--- src/rtl/decode_operand_stage.sv ---
// Decode/operand-fetch stage: resolves register operands through a priority
// forwarding network, substitutes PC for RIP, and registers the result toward execute.
module decode_operand_stage #(
  parameter int REG_N   = 16,
  parameter int REG_W   = 64,
  parameter int OPND_N  = 3,
  parameter int FWD_LD  = 3,
  parameter int OP_W    = 8,
  parameter int PC_W    = 64,
  parameter int RIP_IDX = 16,
  parameter int PC_INC  = 1,
  parameter int NOP_OP  = 0,
  parameter int CNT_W   = 16,
  localparam int IDX_W  = $clog2(REG_N + 1)
) (
  input  logic                      clk,
  input  logic                      rst,
  input  logic                      flush,
  input  logic                      in_valid,
  output logic                      in_ready,
  input  logic [OP_W-1:0]           in_op,
  input  logic [PC_W-1:0]           in_pc,
  input  logic [OPND_N*IDX_W-1:0]   in_idx,
  output logic [OPND_N*IDX_W-1:0]   gpr_rd_idx,
  input  logic [OPND_N*REG_W-1:0]   gpr_rd_val,
  input  logic [FWD_LD-1:0]         fwd_vld,
  input  logic [FWD_LD-1:0]         fwd_pend,
  input  logic [FWD_LD*IDX_W-1:0]   fwd_idx,
  input  logic [FWD_LD*REG_W-1:0]   fwd_val,
  output logic                      out_valid,
  input  logic                      out_ready,
  output logic [OP_W-1:0]           out_op,
  output logic [PC_W-1:0]           out_pc,
  output logic [OPND_N*REG_W-1:0]   out_val,
  output logic [CNT_W-1:0]          hazard_cnt
);

  localparam logic [IDX_W-1:0] RIP_I    = IDX_W'(RIP_IDX);
  localparam logic [PC_W-1:0]  PC_INC_V = PC_W'(PC_INC);
  localparam logic [OP_W-1:0]  NOP_V    = OP_W'(NOP_OP);

  logic [PC_W-1:0]          pc_rip;
  logic [OPND_N*REG_W-1:0]  res_val;
  logic [OPND_N-1:0]        res_pend;
  logic                     hazard;
  logic                     take;

  logic                     valid_q, valid_d;
  logic [OP_W-1:0]          op_q,    op_d;
  logic [PC_W-1:0]          pc_q,    pc_d;
  logic [OPND_N*REG_W-1:0]  val_q,   val_d;
  logic [CNT_W-1:0]         cnt_q,   cnt_d;

  assign gpr_rd_idx = in_idx;
  assign pc_rip     = in_pc + PC_INC_V;

  // Sources are scanned oldest to youngest so the youngest match is the last
  // assignment; its pending flag therefore also wins over any older ready value.
  always_comb begin
    res_val  = '0;
    res_pend = '0;
    for (int k = 0; k < OPND_N; k++) begin
      if (in_idx[k*IDX_W +: IDX_W] == RIP_I) begin
        res_val[k*REG_W +: REG_W] = REG_W'(pc_rip);
      end else begin
        res_val[k*REG_W +: REG_W] = gpr_rd_val[k*REG_W +: REG_W];
        for (int j = FWD_LD - 1; j >= 0; j--) begin
          if (fwd_vld[j] && (fwd_idx[j*IDX_W +: IDX_W] == in_idx[k*IDX_W +: IDX_W])) begin
            res_val[k*REG_W +: REG_W] = fwd_val[j*REG_W +: REG_W];
            res_pend[k]               = fwd_pend[j];
          end
        end
      end
    end
  end

  assign hazard   = in_valid & (|res_pend);
  assign in_ready = (~valid_q | out_ready) & ~hazard & ~flush;
  assign take     = in_valid & in_ready;

  always_comb begin
    valid_d = valid_q;
    op_d    = op_q;
    pc_d    = pc_q;
    val_d   = val_q;
    if (flush) begin
      valid_d = 1'b0;
      op_d    = NOP_V;
      val_d   = '0;
    end else if (take) begin
      valid_d = 1'b1;
      op_d    = in_op;
      pc_d    = in_pc;
      val_d   = res_val;
    end else if (valid_q && out_ready) begin
      valid_d = 1'b0;
      op_d    = NOP_V;
      val_d   = '0;
    end
  end

  always_comb begin
    cnt_d = cnt_q;
    if (hazard && !flush && (cnt_q != {CNT_W{1'b1}})) begin
      cnt_d = cnt_q + 1'b1;
    end
  end

  // Output register stage toward execute
  always_ff @(posedge clk or posedge rst) begin
    if (rst) begin
      valid_q <= 1'b0;
      op_q    <= NOP_V;
      pc_q    <= '0;
      val_q   <= '0;
      cnt_q   <= '0;
    end else begin
      valid_q <= valid_d;
      op_q    <= op_d;
      pc_q    <= pc_d;
      val_q   <= val_d;
      cnt_q   <= cnt_d;
    end
  end

  assign out_valid  = valid_q;
  assign out_op     = op_q;
  assign out_pc     = pc_q;
  assign out_val    = val_q;
  assign hazard_cnt = cnt_q;

endmodule
--- config.mk ---
export PLATFORM = sky130hd
export DESIGN_NAME = decode_operand_stage
export DESIGN_NICKNAME = d
export VERILOG_FILES = /design/src/rtl/decode_operand_stage.sv
export SDC_FILE = /design/constraint.sdc
export NUM_CORES = 1
export LEC_CHECK = 0
export CAP_MARGIN = 20
export CORE_AREA = 2 2 312 314
export DETAILED_ROUTE_END_ITERATION = 12
export DIE_AREA = 0 0 314 316
export PLACE_DENSITY = 0.48
export SKIP_CTS_REPAIR_TIMING = 1
export SYNTH_ARGS = -nofsm -noshare
export SYNTH_HDL_FRONTEND = slang
export SYNTH_SLANG_ARGS = --single-unit
--- constraint.sdc ---
create_clock -name clk -period 12.5 [get_ports clk]
set_input_delay 2.5 -clock clk [delete_from_list [all_inputs] [get_ports clk]]
set_output_delay 2.5 -clock clk [all_outputs]
set_load 0.1 [all_outputs]
==> impl_metrics.env, run 1 <==
export IMPL_status="finished, final reports clean"
export IMPL_detail_route_iter0_violations=1967
export IMPL_dp_worst_setup_slack_ns=3.36
export IMPL_switching_fraction_of_total_power_pct=45.9
export IMPL_fin_ws_ns=3.28
export IMPL_layout_drive_gt1_share_pct=6.90
export IMPL_yosys_warnings=0
export IMPL_tightest_slew_ns=1.14
export IMPL_multiInputGateArea_sq_mm=0.0114
export IMPL_timing_critical_path_mode_cell="clkdlybuf4s50_1"
export IMPL_drt_first_pass_iters=6
export IMPL_io_buffers=793
export IMPL_synth_yosys_seq_area_share_pct=36.2
export IMPL_cts_tree="yes"
export IMPL_rsz0062_at_grt="false"
export IMPL_netlist_cell_type_count=48
export IMPL_route_detailed_drc=0
export IMPL_pwrdens_mw_per_mm2=136
export IMPL_design_die_area_sq_mm=0.0992
export IMPL_finalSetupViolations=0
export IMPL_finalHoldViolations=0
export IMPL_crit_path_cell_trace="clkdlybuf4s50_1 -> xor2_1 -> nor4_1 -> nand3_4 -> o211ai_1 -> a21boi_0 -> nor3_1 -> clkdlybuf4s50_1"
export IMPL_timing_max_cap_violations=0
export IMPL_hold_path_class="reg2reg"
export IMPL_final_setup_tns_ns=0
export IMPL_slowest_cp_cell="clkdlybuf4s50_1"
export IMPL_path_delay_family="buffers and inverters"
export IMPL_syn_instance_count=2468
export IMPL_initial_utilization_pct=20.2
export IMPL_placeableCoreArea_sq_mm=0.0960
export IMPL_routedWlPerCell_microns=28.5
export IMPL_io_pin_count=794
export IMPL_global_route_wire_length_before_repair_microns=175000
export IMPL_clock_fmax_ghz=0.108
export IMPL_syn_area_sq_mm=0.0194
export IMPL_share_clk_of_total_power_pct=29.2
export IMPL_synth_edff_count=0
export IMPL_clk_insertion_delay_late_ns=0.58
export IMPL_post_route_period_util_pct=73.8
export IMPL_area_growth_pct=52.3
export IMPL_endpoint_kind="output port"
export IMPL_grt_overflow_total=0
export IMPL_share_of_flip_flops_with_an_asynchronous_set_or_reset_after_synthesis_pct=100
export IMPL_antenna_violations_before_repair=22
export IMPL_clock_skew_ns=0.0253
export IMPL_synth_fp_nets=2967
export IMPL_ff_latch_area_sq_mm=0.00703
export IMPL_dpl_cells=4322
export IMPL_p_leak_uw=0.0118
export IMPL_cts_buffers=39
export IMPL_detailed_place_hpwl_microns=92100
export IMPL_floorplan_die_width_microns=314
export IMPL_filler_cell_count=10400
export IMPL_drv_slew=0
export IMPL_avgSynthCellArea_sq_um=7.87
export IMPL_design_final_nets=3586
export IMPL_timing_max_slew_rel_slack_pct=23.6
export IMPL_instances_no_fill=4396
export IMPL_worst_case_clock_buffer_depth=3
export IMPL_worst_ep_required_time_ns=10.00
export IMPL_share_seq_of_total_power_pct=27.1
export IMPL_worst_ir_drop_vdd_mv=0.0814
export IMPL_p_switching_uw=1850
export IMPL_crit_path_time_final_ns=9.22
export IMPL_clk_pin_slew_worst_paths_ns=0.06
export IMPL_globalplace_congestion=0.870
export IMPL_timing_worst_setup_path_type="in2out"
export IMPL_critical_path_s_largest_stage_delay_ns=1.20
export IMPL_synth_top_flop_cell="dfrtp_1"
export IMPL_synth_seq_cells=281
export IMPL_viasPerCell=5.20
export IMPL_clock_sinks=281
export IMPL_first_global_vias=22800
export IMPL_groute_usage_overall_pct=24.3
export IMPL_timing_critical_path_from_type="input port"
export IMPL_internal_power_uw=2180
export IMPL_rows=114
export IMPL_antenna_left=0
export IMPL_vias=22900
export IMPL_max_fo_critical_path=38
export IMPL_final_core_util_pct=30.8
export IMPL_pwr_share_comb_pct=43.8
export IMPL_h_tree_depth=2
export IMPL_grt_max_degree=171
export IMPL_root_buffer="clkbuf_16"
export IMPL_critical_path_buf_inv_count=2
export IMPL_die_height_microns=316
export IMPL_drt_wl_total_microns=125000
export IMPL_arrival_ns=6.72
## worst register-to-register path, stage by stage (launching register included)
cell      delay, ns
dfrtp_1        0.44
nor2b_1        0.20
nor2_1         0.08
nand2_1        0.12
or3_4          0.15
buf_12         0.52
buf_4          0.97
a221oi_1       0.29
a31o_2         0.28
## final timing paths
kind	from	endpoint	slack [ns]	cells past startpoint
max	in_idx[14]	in_ready	3.28	8
min	out_pc[62]	out_pc[62]	0.47	2
max reg2reg	out_valid	out_val[62]	9.36	8
min reg2reg	out_pc[62]	out_pc[62]	0.47	2
max in group asynchronous	rst	out_val[48]	8.07	4
min in group asynchronous	rst	out_pc[8]	2.39	2
## flip-flops by register name, summed over array words and instances, names as in the netlist
signal	flops
out_valid	1
hazard_cnt	16
out_val	192
out_pc	64
out_op	8
## cell usage after synthesis, types with 22 or more instances
master | count | area, sq um
dfrtp_1 | 281 | 7030
a21oi_1 | 214 | 1070
o21ai_0 | 235 | 1180
o211ai_1 | 39 | 293
clkbuf_1 | 193 | 724
a221oi_1 | 36 | 315
a211oi_1 | 116 | 871
mux2i_1 | 64 | 641
nor2_1 | 28 | 105
a211o_1 | 41 | 359
a22o_1 | 30 | 263
xor2_1 | 72 | 631
a31oi_1 | 91 | 569
nand3_1 | 125 | 626
a32o_1 | 41 | 410
nand2_1 | 553 | 2080
nor3_1 | 22 | 110
a31o_2 | 73 | 639
buf_2 | 29 | 145
xnor2_1 | 50 | 438
## per-stage QoR
stage	total power [uW]	hold WS [ns]	area, sq um
final	4030	0.473	29600
after global routing	4180	0.492	29600
after CTS	4070	0.477	29600
after detailed placement	2870	0.463	28300
after global placement	2870	0.458	28300
after floorplan	2250	0.962	19400
## power by group through the flow
stage	sequential [uW]	clock (uW)	combinational, uW
after floorplan	1910	0	340
after global placement	1100	0	1770
after detailed placement	1110	0	1770
after CTS	1090	1210	1770
after global routing	1110	1240	1830
final	1090	1180	1770
## cell families after synthesis
family	share of synthesized area (%)
xor gates and xnor gates	5.50
buffers and inverters	5.67
AOI/OAI and AO/OA	31.5
and+or+nand+nor	17.6
DFF	36.2
adders and majority gates	0.129
muxes	3.35
## area by class of cell
cell class	count	area share (%)
timing repair buffer	831	27.7
clock buffer	56	3.79
inverter	7	0.114
tap	1276	5.39
multi-input combinational	1927	38.6
clock inverter	13	0.558
sequential	281	23.8
antenna	5	0.0423
## placed cells by master, fill, tap and decap left out, types with 6 or more instances in the layout
master,count
and3_1,15
nand3_1,121
inv_1,6
a31o_2,73
nor4_1,8
o211ai_1,39
and4_1,11
clkdlybuf4s50_1,775
a211oi_1,116
a31o_1,8
nand2_1,550
a32o_1,41
a211o_1,41
buf_4,53
nor3_1,21
clkbuf_1,10
clkbuf_16,40
a31oi_1,91
clkbuf_8,6
o21ai_0,235
nand4_1,19
a22o_1,30
mux2i_1,64
xor2_1,72
a221oi_1,36
dfrtp_1,281
a21oi_1,213
nor2_1,27
xnor2_1,50
## per-layer routing
metal,part of all wire (%),GRT usage [%],up-vias
met5,0.12,0,-
met4,2.2,5.69,24
met3,8.2,6.64,160
met2,48,41.0,1019
met1,42,30.7,11400
li1,-,-,10300
(Power assumes the default switching activity.)
==> run 2, diff against run 1 <==
CORE_AREA = 2 2 309 311   (was 2 2 312 314)
DIE_AREA = 0 0 311 313   (was 0 0 314 316)
PLACE_DENSITY = 0.5   (was 0.48)
clock period = 8.2 ns   (was 12.5 ns; I/O delays follow)
==> run 2 against run 1 <==
Against the previous run:
- wire length down 0.19%
- final area rose by 0.19%
- total power up 52%
- via count is 0.16% higher
- clock power increased by 48%
- sequential power up 52%
- largest cell class unchanged
==> impl_metrics.env, run 2 (synthesis gave the netlist of run 1 again) <==
export IMPL_worst_ir_drop_vdd_mv=0.105
export IMPL_antenna_violations_before_repair=21
export IMPL_design_die_area_sq_mm=0.0973
export IMPL_rows=113
export IMPL_die_height_microns=313
export IMPL_finalHoldViolations=0
export IMPL_rsz0062_at_grt="false"
export IMPL_dpl_cells=4314
export IMPL_io_buffers=793
export IMPL_timing_critical_path_from_type="input port"
export IMPL_fin_ws_ns=1.53
export IMPL_layout_cells_most_common_list="clkdlybuf4s50_1 (784), nand2_1 (550), dfrtp_1 (281)"
export IMPL_cts_tree="yes"
export IMPL_layout_drive_gt1_share_pct=6.58
export IMPL_root_buffer="clkbuf_16"
export IMPL_min_delay_start="out_pc[26]"
export IMPL_timing_reg2reg_setup_slack_ns=5.28
export IMPL_globalplace_congestion=0.879
export IMPL_multiInputGateArea_sq_mm=0.0114
export IMPL_worst_case_clock_buffer_depth=3
export IMPL_worst_r2r_endpoint="out_val[61]"
export IMPL_post_route_period_util_pct=81.3
export IMPL_worst_hold_slack_ns=0.470
export IMPL_area_growth_pct=52.6
export IMPL_max_fo_critical_path=39
export IMPL_routedWlPerCell_microns=28.5
export IMPL_largest_register_ffs=192
export IMPL_min_delay_worst_endpoint="out_pc[26]"
export IMPL_global_route_wire_length_before_repair_microns=176000
export IMPL_clk_pin_slew_worst_paths_ns=0.05
export IMPL_finalSetupViolations=0
export IMPL_pwrdens_mw_per_mm2=206
export IMPL_drv_slew=0
export IMPL_design_final_nets=3591
export IMPL_filler_cell_count=10100
export IMPL_worst_ep_required_time_ns=6.56
export IMPL_ff_latch_area_sq_mm=0.00703
export IMPL_drt_first_pass_iters=7
export IMPL_first_global_vias=22500
export IMPL_p_leak_uw=0.0118
export IMPL_clock_sinks=281
export IMPL_floorplan_die_width_microns=311
export IMPL_viasPerCell=5.23
export IMPL_detail_route_iter0_violations=1985
export IMPL_status="finished, final reports clean"
export IMPL_grt_max_degree=173
export IMPL_tightest_slew_ns=1.18
export IMPL_layout_commonest_cell="clkdlybuf4s50_1"
export IMPL_instances_no_fill=4385
export IMPL_arrival_ns=5.03
export IMPL_final_setup_tns_ns=0
export IMPL_final_core_util_pct=31.5
export IMPL_timing_worst_setup_path_type="in2out"
export IMPL_timing_max_slew_rel_slack_pct=21.0
export IMPL_worst_r2r_path_depth=7
export IMPL_drt_wl_total_microns=125000
export IMPL_grt_overflow_total=0
export IMPL_crit_reg2reg_launch="out_valid"
export IMPL_clk_insertion_delay_late_ns=0.57
export IMPL_groute_usage_overall_pct=24.7
export IMPL_endpoint_kind="output port"
export IMPL_hold_path_cell_count=2
export IMPL_detailed_place_hpwl_microns=91700
export IMPL_vias=22900
export IMPL_timing_max_cap_violations=0
export IMPL_dp_worst_setup_slack_ns=1.46
export IMPL_crit_path_time_final_ns=6.67
export IMPL_placeableCoreArea_sq_mm=0.0942
export IMPL_initial_utilization_pct=20.6
export IMPL_clock_skew_ns=0.0135
export IMPL_io_pin_count=794
export IMPL_h_tree_depth=2
export IMPL_antenna_left=0
export IMPL_hold_path_class="reg2reg"
export IMPL_cts_buffers=40
export IMPL_route_detailed_drc=0
export IMPL_clock_fmax_ghz=0.150
[run 2: report_power, final]
group	internal, uW	switching, uW
Combinational	728	1970
Sequential	1560	108
Clock	1040	716
[run 2: critical path, stage by stage]
cell and delay [ns]:
clkdlybuf4s50_1 0.59, xor2_1 0.22, nor4_1 0.58, and3_4 0.74, a311o_1 0.24, o211ai_1 0.09
a21boi_0 0.52, nor3_1 0.12, buf_4 0.27
[run 2: worst max path at each step]
stage                from  endpoint  slack (ns)  depth (start not counted)
2_1_floorplan  fwd_idx[6]  in_ready        1.71                          7
3_3_place_gp   in_idx[14]  in_ready        1.50                          9
3_5_place_dp   in_idx[14]  in_ready        1.46                          9
4_1_cts        in_idx[14]  in_ready        1.45                          9
5_1_grt        in_idx[14]  in_ready        1.33                          9
6_report       in_idx[14]  in_ready        1.53                          9
[run 2: layer usage]
metal  vias to the layer above  share of wire (%)  GRT usage, %
met3                       150                8.1          6.64
met4                        24                2.2          5.62
met2                      1024                 48          41.7
met5                         -               0.11             0
met1                     11400                 41          31.2
li1                      10300                  -             -
[run 2: final cells by class]
class / count / share of cell area (%)
clock buffer: 55 / 3.77
clock inverter: 9 / 0.422
timing repair buffer: 835 / 28.1
inverter: 7 / 0.101
multi-input combinational: 1927 / 38.5
tap: 1265 / 5.34
sequential: 281 / 23.7
antenna: 6 / 0.0506
[run 2: metrics by stage]
step                      cell area [sq um]  power [uW]
after global routing                  29700        6330
final                                 29700        6120
after detailed placement              28400        4380
after floorplan                       19400        3420
after global placement                28400        4380
after CTS                             29600        6170
